[src/rtl/arbitro_mul_pkg.sv]
// Shared types and widths for the round-robin circular-multiplier arbiter.
// Latency: none (declarations only).
// Backpressure: not applicable.
package arbitro_mul_pkg;

    localparam int A_W = 2;
    localparam int B_W = 4;
    localparam int Y_W = 4;

    typedef enum logic [1:0] {
        IDLE,
        EXEC,
        RESP
    } estado_t;

    typedef struct packed {
        logic z;
        logic n;
        logic c;
        logic v;
    } flags_t;

endpackage

[src/rtl/multiplicador_circular.sv]
// Circular (mod 2^Y_W) multiply of a 2-bit A by a 4-bit B with Z/N/C/V flags.
// Latency: purely combinational.
// Backpressure: none; output follows inputs.
//
// Ports:
//   a     : operand A (unsigned for Y/C, two's complement for V)
//   b     : operand B (unsigned for Y/C, two's complement for V)
//   y     : low Y_W bits of the product (wraps around)
//   flags : z = y is zero, n = y msb, c = unsigned product lost bits,
//           v = signed product does not fit in Y_W bits
module multiplicador_circular
    import arbitro_mul_pkg::*;
(
    input  logic [A_W-1:0] a,
    input  logic [B_W-1:0] b,
    output logic [Y_W-1:0] y,
    output flags_t         flags
);

    localparam int P_W = A_W + B_W;

    logic [P_W-1:0]        prod_u;
    logic signed [P_W-1:0] prod_s;

    always_comb begin
        prod_u = P_W'(a) * P_W'(b);
        prod_s = $signed({{B_W{a[A_W-1]}}, a}) * $signed({{A_W{b[B_W-1]}}, b});
        y      = prod_u[Y_W-1:0];
        flags.z = (prod_u[Y_W-1:0] == '0);
        flags.n = prod_u[Y_W-1];
        flags.c = |prod_u[P_W-1:Y_W];
        // Signed overflow: the full product differs from the sign extension of its low bits.
        flags.v = (prod_s != {{(P_W-Y_W){prod_s[Y_W-1]}}, prod_s[Y_W-1:0]});
    end

endmodule

[src/rtl/arbitro_multiplicador_circular.sv]
// Round-robin arbiter sharing one circular multiplier among NUM_REQ requesters.
// Latency: grant at edge T, registered result valid after edge T+1; 3 cycles per op.
// Backpressure: response held stable until resp_ready; no grants while busy.
//
// Ports:
//   clk, rst_n        : clock (rising) and async active-low reset
//   req_valid/a/b     : per-requester request and operands
//   req_ready         : one-hot (or zero) grant, only in IDLE
//   resp_valid/id/y/flags, resp_ready : held response handshake
//   busy              : operation in flight (EXEC or RESP)
//   ops_count         : completed operations, saturating
module arbitro_multiplicador_circular
    import arbitro_mul_pkg::*;
#(
    parameter  int NUM_REQ = 4,
    localparam int ID_W    = $clog2(NUM_REQ),
    parameter  int CNT_W   = 16
) (
    input  logic                         clk,
    input  logic                         rst_n,
    input  logic [NUM_REQ-1:0]           req_valid,
    input  logic [NUM_REQ-1:0][A_W-1:0]  req_a,
    input  logic [NUM_REQ-1:0][B_W-1:0]  req_b,
    output logic [NUM_REQ-1:0]           req_ready,
    output logic                         resp_valid,
    output logic [ID_W-1:0]              resp_id,
    output logic [Y_W-1:0]               resp_y,
    output flags_t                       resp_flags,
    input  logic                         resp_ready,
    output logic                         busy,
    output logic [CNT_W-1:0]             ops_count
);

    estado_t         state;
    logic [ID_W-1:0] rr_ptr;
    logic [ID_W-1:0] id_q;
    logic [A_W-1:0]  a_q;
    logic [B_W-1:0]  b_q;

    logic [Y_W-1:0]  mul_y;
    flags_t          mul_flags;

    logic            grant_vld;
    logic [ID_W-1:0] grant_idx;
    logic [ID_W-1:0] cand;
    int              idx;

    multiplicador_circular u_mul (
        .a     (a_q),
        .b     (b_q),
        .y     (mul_y),
        .flags (mul_flags)
    );

    // Scan from rr_ptr upward with wrap; iterating backwards lets the
    // closest valid requester to rr_ptr be the last (winning) assignment.
    always_comb begin
        grant_vld = 1'b0;
        grant_idx = '0;
        cand      = '0;
        idx       = 0;
        for (int k = NUM_REQ - 1; k >= 0; k--) begin
            idx = int'(rr_ptr) + k;
            if (idx >= NUM_REQ) begin
                idx = idx - NUM_REQ;
            end
            cand = ID_W'(idx);
            if (req_valid[cand]) begin
                grant_vld = 1'b1;
                grant_idx = cand;
            end
        end
    end

    // Gated by rst_n so no grant is advertised while reset is held.
    always_comb begin
        req_ready = '0;
        if (rst_n && (state == IDLE) && grant_vld) begin
            req_ready[grant_idx] = 1'b1;
        end
    end

    assign busy = (state != IDLE);

    always_ff @(posedge clk or negedge rst_n) begin
        if (!rst_n) begin
            state      <= IDLE;
            rr_ptr     <= '0;
            id_q       <= '0;
            a_q        <= '0;
            b_q        <= '0;
            resp_valid <= 1'b0;
            resp_id    <= '0;
            resp_y     <= '0;
            resp_flags <= '0;
            ops_count  <= '0;
        end else begin
            case (state)
                IDLE: begin
                    if (grant_vld) begin
                        a_q   <= req_a[grant_idx];
                        b_q   <= req_b[grant_idx];
                        id_q  <= grant_idx;
                        state <= EXEC;
                    end
                end
                EXEC: begin
                    resp_y     <= mul_y;
                    resp_flags <= mul_flags;
                    resp_id    <= id_q;
                    resp_valid <= 1'b1;
                    state      <= RESP;
                end
                RESP: begin
                    if (resp_ready) begin
                        resp_valid <= 1'b0;
                        // Explicit wrap keeps non-power-of-two NUM_REQ in range.
                        rr_ptr <= (id_q == ID_W'(NUM_REQ - 1)) ? '0 : id_q + 1'b1;
                        if (ops_count != '1) begin
                            ops_count <= ops_count + 1'b1;
                        end
                        state <= IDLE;
                    end
                end
                default: state <= IDLE;
            endcase
        end
    end

endmodule

[config.mk]
export PLATFORM = sky130hd
export DESIGN_NAME = arbitro_multiplicador_circular
export DESIGN_NICKNAME = d
export VERILOG_FILES = /design/src/rtl/arbitro_mul_pkg.sv /design/src/rtl/multiplicador_circular.sv /design/src/rtl/arbitro_multiplicador_circular.sv
export SDC_FILE = /design/constraint.sdc
export NUM_CORES = 1
export LEC_CHECK = 0
export ABC_CLOCK_PERIOD_IN_PS = 6800
export CAP_MARGIN = 25
export CORE_ASPECT_RATIO = 0.6
export CORE_MARGIN = 2
export CORE_UTILIZATION = 25
export DETAILED_ROUTE_END_ITERATION = 10
export PLACE_DENSITY = 0.45
export SLEW_MARGIN = 20
export SYNTH_ARGS = -nofsm -noshare
export SYNTH_HDL_FRONTEND = slang
export SYNTH_SLANG_ARGS = --single-unit
[constraint.sdc]
create_clock -name clk -period 6.8 [get_ports clk]
set_input_delay 0.68 -clock clk [delete_from_list [all_inputs] [get_ports clk]]
set_output_delay 0.68 -clock clk [all_outputs]
set_load 0.05 [all_outputs]
==> results of run 1 <==
-- area by class of cell --
class	instances	area, µm²	area share
flip-flops and latches	38	951	0.295
well taps	116	145	0.0451
inverters	10	37.5	0.0117
clock buffers	7	133	0.0412
multi-input cells	190	1330	0.413
repair buffers	63	623	0.194
-- through the flow --
step | hold WS (ns) | instance area (µm²) | worst slack [ns] | std cells | util
2_1_floorplan | 0.384 | 2340 | 4.10 | 241 | -
3_3_place_gp | 0.471 | 3090 | 3.25 | 417 | 0.338
3_5_place_dp | 0.475 | 3090 | 3.18 | 417 | 0.338
4_1_cts | 0.488 | 3220 | 3.17 | 424 | 0.353
5_1_grt | 0.506 | 3220 | 2.93 | 424 | 0.353
6_report | 0.463 | 3220 | 3.17 | 424 | 0.353
-- cell families (layout without fill, tap and decap cells) --
family | after synthesis | after routing
flops | 38 | 38
mux | 12 | 12
simple gates | 103 | 103
fa+ha+maj | 11 | 11
xor+xnor | 17 | 17
compound gates | 47 | 47
buf+inv | 13 | 80
-- synthesized netlist by cell type (all sizes together), types with 2 or more instances --
| library cell | instances | area, µm² |
|---|---|---|
| and2 | 5 | 33.8 |
| inv | 10 | 37.5 |
| xor2 | 10 | 87.6 |
| a21o | 2 | 16.3 |
| or2 | 2 | 12.5 |
| ha | 9 | 113 |
| nand2 | 32 | 120 |
| o211ai | 2 | 15.0 |
| dfrtp | 38 | 951 |
| xnor2 | 7 | 61.3 |
| o21a | 2 | 15.0 |
| fa | 2 | 40.0 |
| mux2 | 11 | 150 |
| o21ai | 16 | 80.1 |
| or3 | 2 | 12.5 |
| and3 | 6 | 37.5 |
| a221o | 6 | 60.1 |
| o211a | 2 | 27.5 |
| nand3 | 15 | 75.1 |
| and4 | 2 | 17.5 |
| a21oi | 11 | 58.8 |
| nand3b | 2 | 15.0 |
| o31ai | 3 | 27.5 |
| buf | 2 | 18.8 |
| nor4 | 3 | 25.0 |
| nor2 | 15 | 71.3 |
| nor3 | 4 | 20.0 |
| nor2b | 6 | 37.5 |
| nand2b | 4 | 25.0 |
-- cells in the final DEF (no fill, tap or decap), drive strengths merged, types with 3 or more instances in the layout --
cell type,synthesis,layout
clkdlybuf4s50,0,61
nor4,3,3
and3,6,6
a221o,6,6
nor2b,6,6
clkbuf,1,7
o21ai,16,16
dfrtp,38,38
xor2,10,10
nor3,4,4
a21oi,11,11
nand2b,4,4
and2,5,5
xnor2,7,7
inv,10,10
nand3,15,15
mux2,11,11
nor2,15,15
nand2,32,32
o31ai,3,3
ha,9,9
-- registers in the layout, summed over array words and instances (netlist names) --
name	count
resp_y	4
a_q	2
id_q	2
resp_flags	3
ops_count	16
b_q	4
resp_id	2
rr_ptr	2
resp_valid	1
state	2
-- layer usage --
layer	up-vias	GRT usage
met3	7	0.0613
met2	68	0.154
met4	0	0.0293
met5	-	0
li1	996	-
met1	872	0.187
-- worst min path at each step --
stage | endpoint | depth (start not counted) | slack, ns | from
final | ops_count[9] | 2 | 0.46 | rst_n
after global routing | ops_count[10] | 2 | 0.51 | rst_n
after CTS | ops_count[9] | 2 | 0.49 | rst_n
after detailed placement | resp_id[0] | 2 | 0.48 | resp_id[0]
after global placement | resp_valid | 2 | 0.47 | resp_valid
after floorplan | a_q[0] | 0 | 0.38 | rst_n
-- where the power goes --
part	total [µW]	internal (µW)	switching (µW)
Sequential	377	298	79.4
Clock	215	134	81.4
Combinational	678	272	406
-- worst max-delay path, stage by stage --
cell,delay [ns]
clkdlybuf4s50_1,0.46
and2_4,0.19
o211ai_1,0.44
nand2_1,0.20
nor2_1,0.15
clkdlybuf4s50_1,0.81
==> flow_summary.toml, run 1 <==
[final_layout]
areaGrowthSynthToFinish_pct = 37.5
nFillCells = 915
drive_gt1_frac = 0.0877
fin_nets = 350
n_antenna_cell = 0

[sta]
grt_setup_unrepaired = "no"
min_period_ns = 3.63
final_hold_viol_count = 0
setup_tns_ns = 0
worst_pin_slew_ns = 0.599
setup_violations = 0
relSlewSlack = 0.601
max_freq_ghz = 0.276
finalMaxSlewViolations = 0
finClkSkew_ns = 0.00369
finalCritPeriodShare = 0.534

[worst_hold_path]
holdCritPathClass = "in2async"

[synth]
yosys.area_share.xor_xnor = 0.0636
synth_mux_area_frac = 0.0684
syn-num-nets = 283
synth_top_family_by_area = "simple AND/OR/NAND/NOR gates"
seq_area_frac_synth = 0.406
ys_ff_latch = 38
ys_types = 51
synth-main-ff-cell = "dfrtp_1"
syn-cell-area_mm2 = 0.00234
synth_simple_gate_area_share = 0.232
synth_fa_ha_area_frac = 0.0652
synthesis.instances = 241
synth-compound-area-share = 0.139
synth_edf_count = 0
avgSynthCellArea_um2 = 9.71
yosysWarnings = 0
async_flop_share = 1.00

[clock_network]
postCtsHoldBufs = 0
cts_resized = 0
cts_made_buffers = 5
clock_path_buffers = 2
cts_setup_buffers = 0
clkTransAtPathRegs_ns = 0.05
cts_tree = "done"
clock_latency_ns = 0.28
clock-sinks = 38
cts_root_buf = "clkbuf_16"
ctsHtreeMaxLevel = 2

[floorplan]
dieArea_mm2 = 0.0102
rows = 27
ios = 63
die_x_um = 129
die_y_um = 79.0
initial_core_util = 0.257
core-area_mm2 = 0.00912

[drt]
remaining_drc_errors = 0
dr_wl_met3_um = 636
top_layer_used = "met4"
detail_route.wl_per_cell_um = 14.0
dr.pass1.iters = 4
ant_nets = 0
routed_wl_um = 5930
vias = 1943
wl_met2_um = 2080
drt_iter0_drc = 102
vias_per_cell = 4.58
m1WireLength_um = 3150

[place]
hpwl_um = 4660
io_buffers = 62
place_congestion = 0.769

[setup_path]
cp-endpoint = "req_ready[3]"
worstSetupEndpointType = "primary output"
crit_fanout = 7
critPathLaunch = "req_valid[0]"
cp-start-kind = "input port"
required_ns = 6.12
r2r.worst_path.cells = 10
r2r_end = "resp_flags[0]"
cp.arrival_ns = 2.95
ff2ff_setup_slack_ns = 3.86
timing.rr.start = "a_q[0]"
path_class = "in2out"

[grt]
overflow = 0
grt_pass1_wl_um = 9870
grt_pass1_vias = 1920
antenna_found_initial = 0
grt_max_degree = 41
track_usage = 0.125

[power_and_ir_drop]
pwr_density_cell_mw_per_mm2 = 395
ir_drop_uv = 114
power.leakage_uw = 0.00142
total_power_uw = 1270

[run_status]
status = "finished, final reports clean"

[run]
drv_cap = 0
No activity file was read; power rests on OpenSTA's default activity.
==> run 2: changes to the inputs <==
Settings changed: ABC_CLOCK_PERIOD_IN_PS 6800 to 3130, PLACE_DENSITY 0.45 to 0.47.
Clock period 6.8 ns to 3.13 ns, I/O delays scaled along.
==> run 2 against run 1 <==
- first-iteration DRC count rose by 25%
- hold slack got worse by 0.28 ns
- total power rose by 130%
- sequential share of layout area fell by 0.62 points
- critical endpoint is now resp_flags[0]
- largest cell class unchanged
- largest power group unchanged
==> flow_summary.toml, run 2 (synthesis results as in run 1) <==
[floorplan]
dieArea_mm2 = 0.0102
rows = 27
die_x_um = 129
core-area_mm2 = 0.00912
die_y_um = 79.0
initial_core_util = 0.257
ios = 63

[setup_path]
cp_slowest_cell = "fa_1"
required_ns = 3.30
critical_path.most_common_cell = "nor2b_1"
path_class = "reg2reg"
crit_path_cell_trace = "and2_1 > ha_1 > a21oi_1 > nor2b_1 > fa_1 > nor2b_1 > or4b_1 > nand2_1 > nor3_1 > o22a_1"
timing.rr.start = "a_q[0]"
worstSetupEndpointType = "flip-flop"
cpPeakStageDelay_ns = 0.54
crit_fanout = 7
critPathLaunch = "a_q[0]"
cp-start-kind = "flip-flop"
cp.arrival_ns = 3.04

[final_layout]
final_common_cell = "clkdlybuf4s50_1"
n_antenna_cell = 0
fin_nets = 352
largest_register_ffs = 16
top_register = "ops_count"
final_util = 0.360
areaGrowthSynthToFinish_pct = 40.5
layout_common_cells = "clkdlybuf4s50_1 (58), dfrtp_1 (38), nand2_1 (32), o21ai_0 (16), nand3_1 (15)"
top_regs = "ops_count x16, b_q x4, resp_y x4"
drive_gt1_frac = 0.113
nFillCells = 911

[sta]
final_hold_viol_count = 0
setup_tns_ns = 0
finalCritPeriodShare = 0.918
grt_setup_unrepaired = "no"
finClkSkew_ns = 0.00532
relSlewSlack = 0.595
worst_pin_slew_ns = 0.604
min_period_ns = 2.87
setup_violations = 0
finalMaxSlewViolations = 0
max_freq_ghz = 0.348

[grt]
overflow = 0
grt_pass1_vias = 1956
track_usage = 0.126
grt_max_degree = 40
grt_pass1_wl_um = 9830
antenna_found_initial = 0

[power_and_ir_drop]
ir_drop_uv = 287
pwr_density_cell_mw_per_mm2 = 901
power.leakage_uw = 0.00146
total_power_uw = 2960

[place]
hpwl_um = 4730
place_congestion = 0.737
io_buffers = 62

[clock_network]
cts_made_buffers = 5
clock_path_buffers = 2
cts_root_buf = "clkbuf_16"
cts_setup_buffers = 0
cts_resized = 0
clock_latency_ns = 0.28
ctsHtreeMaxLevel = 2
clkTransAtPathRegs_ns = 0.06
clock-sinks = 38
cts_tree = "done"
postCtsHoldBufs = 0

[drt]
routed_wl_um = 6000
ant_nets = 0
detail_route.wl_per_cell_um = 14.1
vias = 1973
remaining_drc_errors = 0
dr.pass1.iters = 5
drt_iter0_drc = 127
vias_per_cell = 4.62

[worst_hold_path]
holdCritPathClass = "in2async"

[run_status]
status = "finished, final reports clean"

[run]
drv_cap = 0
-- run 2: changes by cell type in the layout (fill, tap and decap cells not counted) --
cell,before,now
buf_4,1,6
bufinv_16,0,2
clkbuf_1,2,0
clkinv_4,0,1
clkdlybuf4s50_1,61,58
-- run 2: final timing paths --
path / end / slack, ns / depth (start not counted)
setup / recovery: resp_flags[0] / 0.26 / 10
hold / removal: ops_count[10] / 0.18 / 2
setup reg to reg: resp_flags[0] / 0.26 / 10
hold reg to reg: resp_id[1] / 0.48 / 2
max in group asynchronous: state[0] / 2.58 / 2
min in group clk: resp_id[1] / 0.48 / 2
-- run 2: power breakdown --
| group | leakage (µW) | internal [µW] | switching, µW | total [µW] |
|---|---|---|---|---|
| clock | 0.0000940 | 458 | 201 | 658 |
| combinational | 0.000880 | 602 | 891 | 1490 |
| sequential | 0.000491 | 646 | 164 | 810 |
| total | 0.00146 | 1710 | 1250 | 2960 |
-- run 2: per-layer routing --
| layer | vias up | track usage | share of wire |
|---|---|---|---|
| met3 | 5 | 0.0458 | 0.080 |
| li1 | 994 | - | - |
| met2 | 68 | 0.162 | 0.37 |
| met5 | - | 0 | 0 |
| met4 | 0 | 0.0304 | 0.0065 |
| met1 | 906 | 0.192 | 0.54 |
-- run 2: critical path, delay by kind of cell (launching register included) --
| kind | cells | cell delay [ns] |
|---|---|---|
| and+or+nand+nor | 6 | 1.09 |
| DFF | 1 | 0.46 |
| adders and majority gates | 2 | 0.83 |
| AOI/OAI and AO/OA | 2 | 0.40 |
-- run 2: final cells by class --
| class | count | area [µm²] | share of cell area |
|---|---|---|---|
| clock buffers | 5 | 125 | 0.0381 |
| multi-input cells | 190 | 1330 | 0.404 |
| well taps | 116 | 145 | 0.0441 |
| flip-flops and latches | 38 | 951 | 0.289 |
| clock inverters | 3 | 68.8 | 0.0209 |
| inverters | 10 | 37.5 | 0.0114 |
| repair buffers | 65 | 631 | 0.192 |
-- run 2: stage by stage --
| step | std cells | cell area, µm² | setup WS, ns | hold WS [ns] |
|---|---|---|---|---|
| 2_1_floorplan | 241 | 2340 | 0.482 | 0.0174 |
| 3_3_place_gp | 419 | 3090 | 0.321 | 0.470 |
| 3_5_place_dp | 419 | 3090 | 0.259 | 0.469 |
| 4_1_cts | 427 | 3290 | 0.252 | 0.211 |
| 5_1_grt | 427 | 3290 | 0.0291 | 0.221 |
| 6_report | 427 | 3290 | 0.258 | 0.180 |
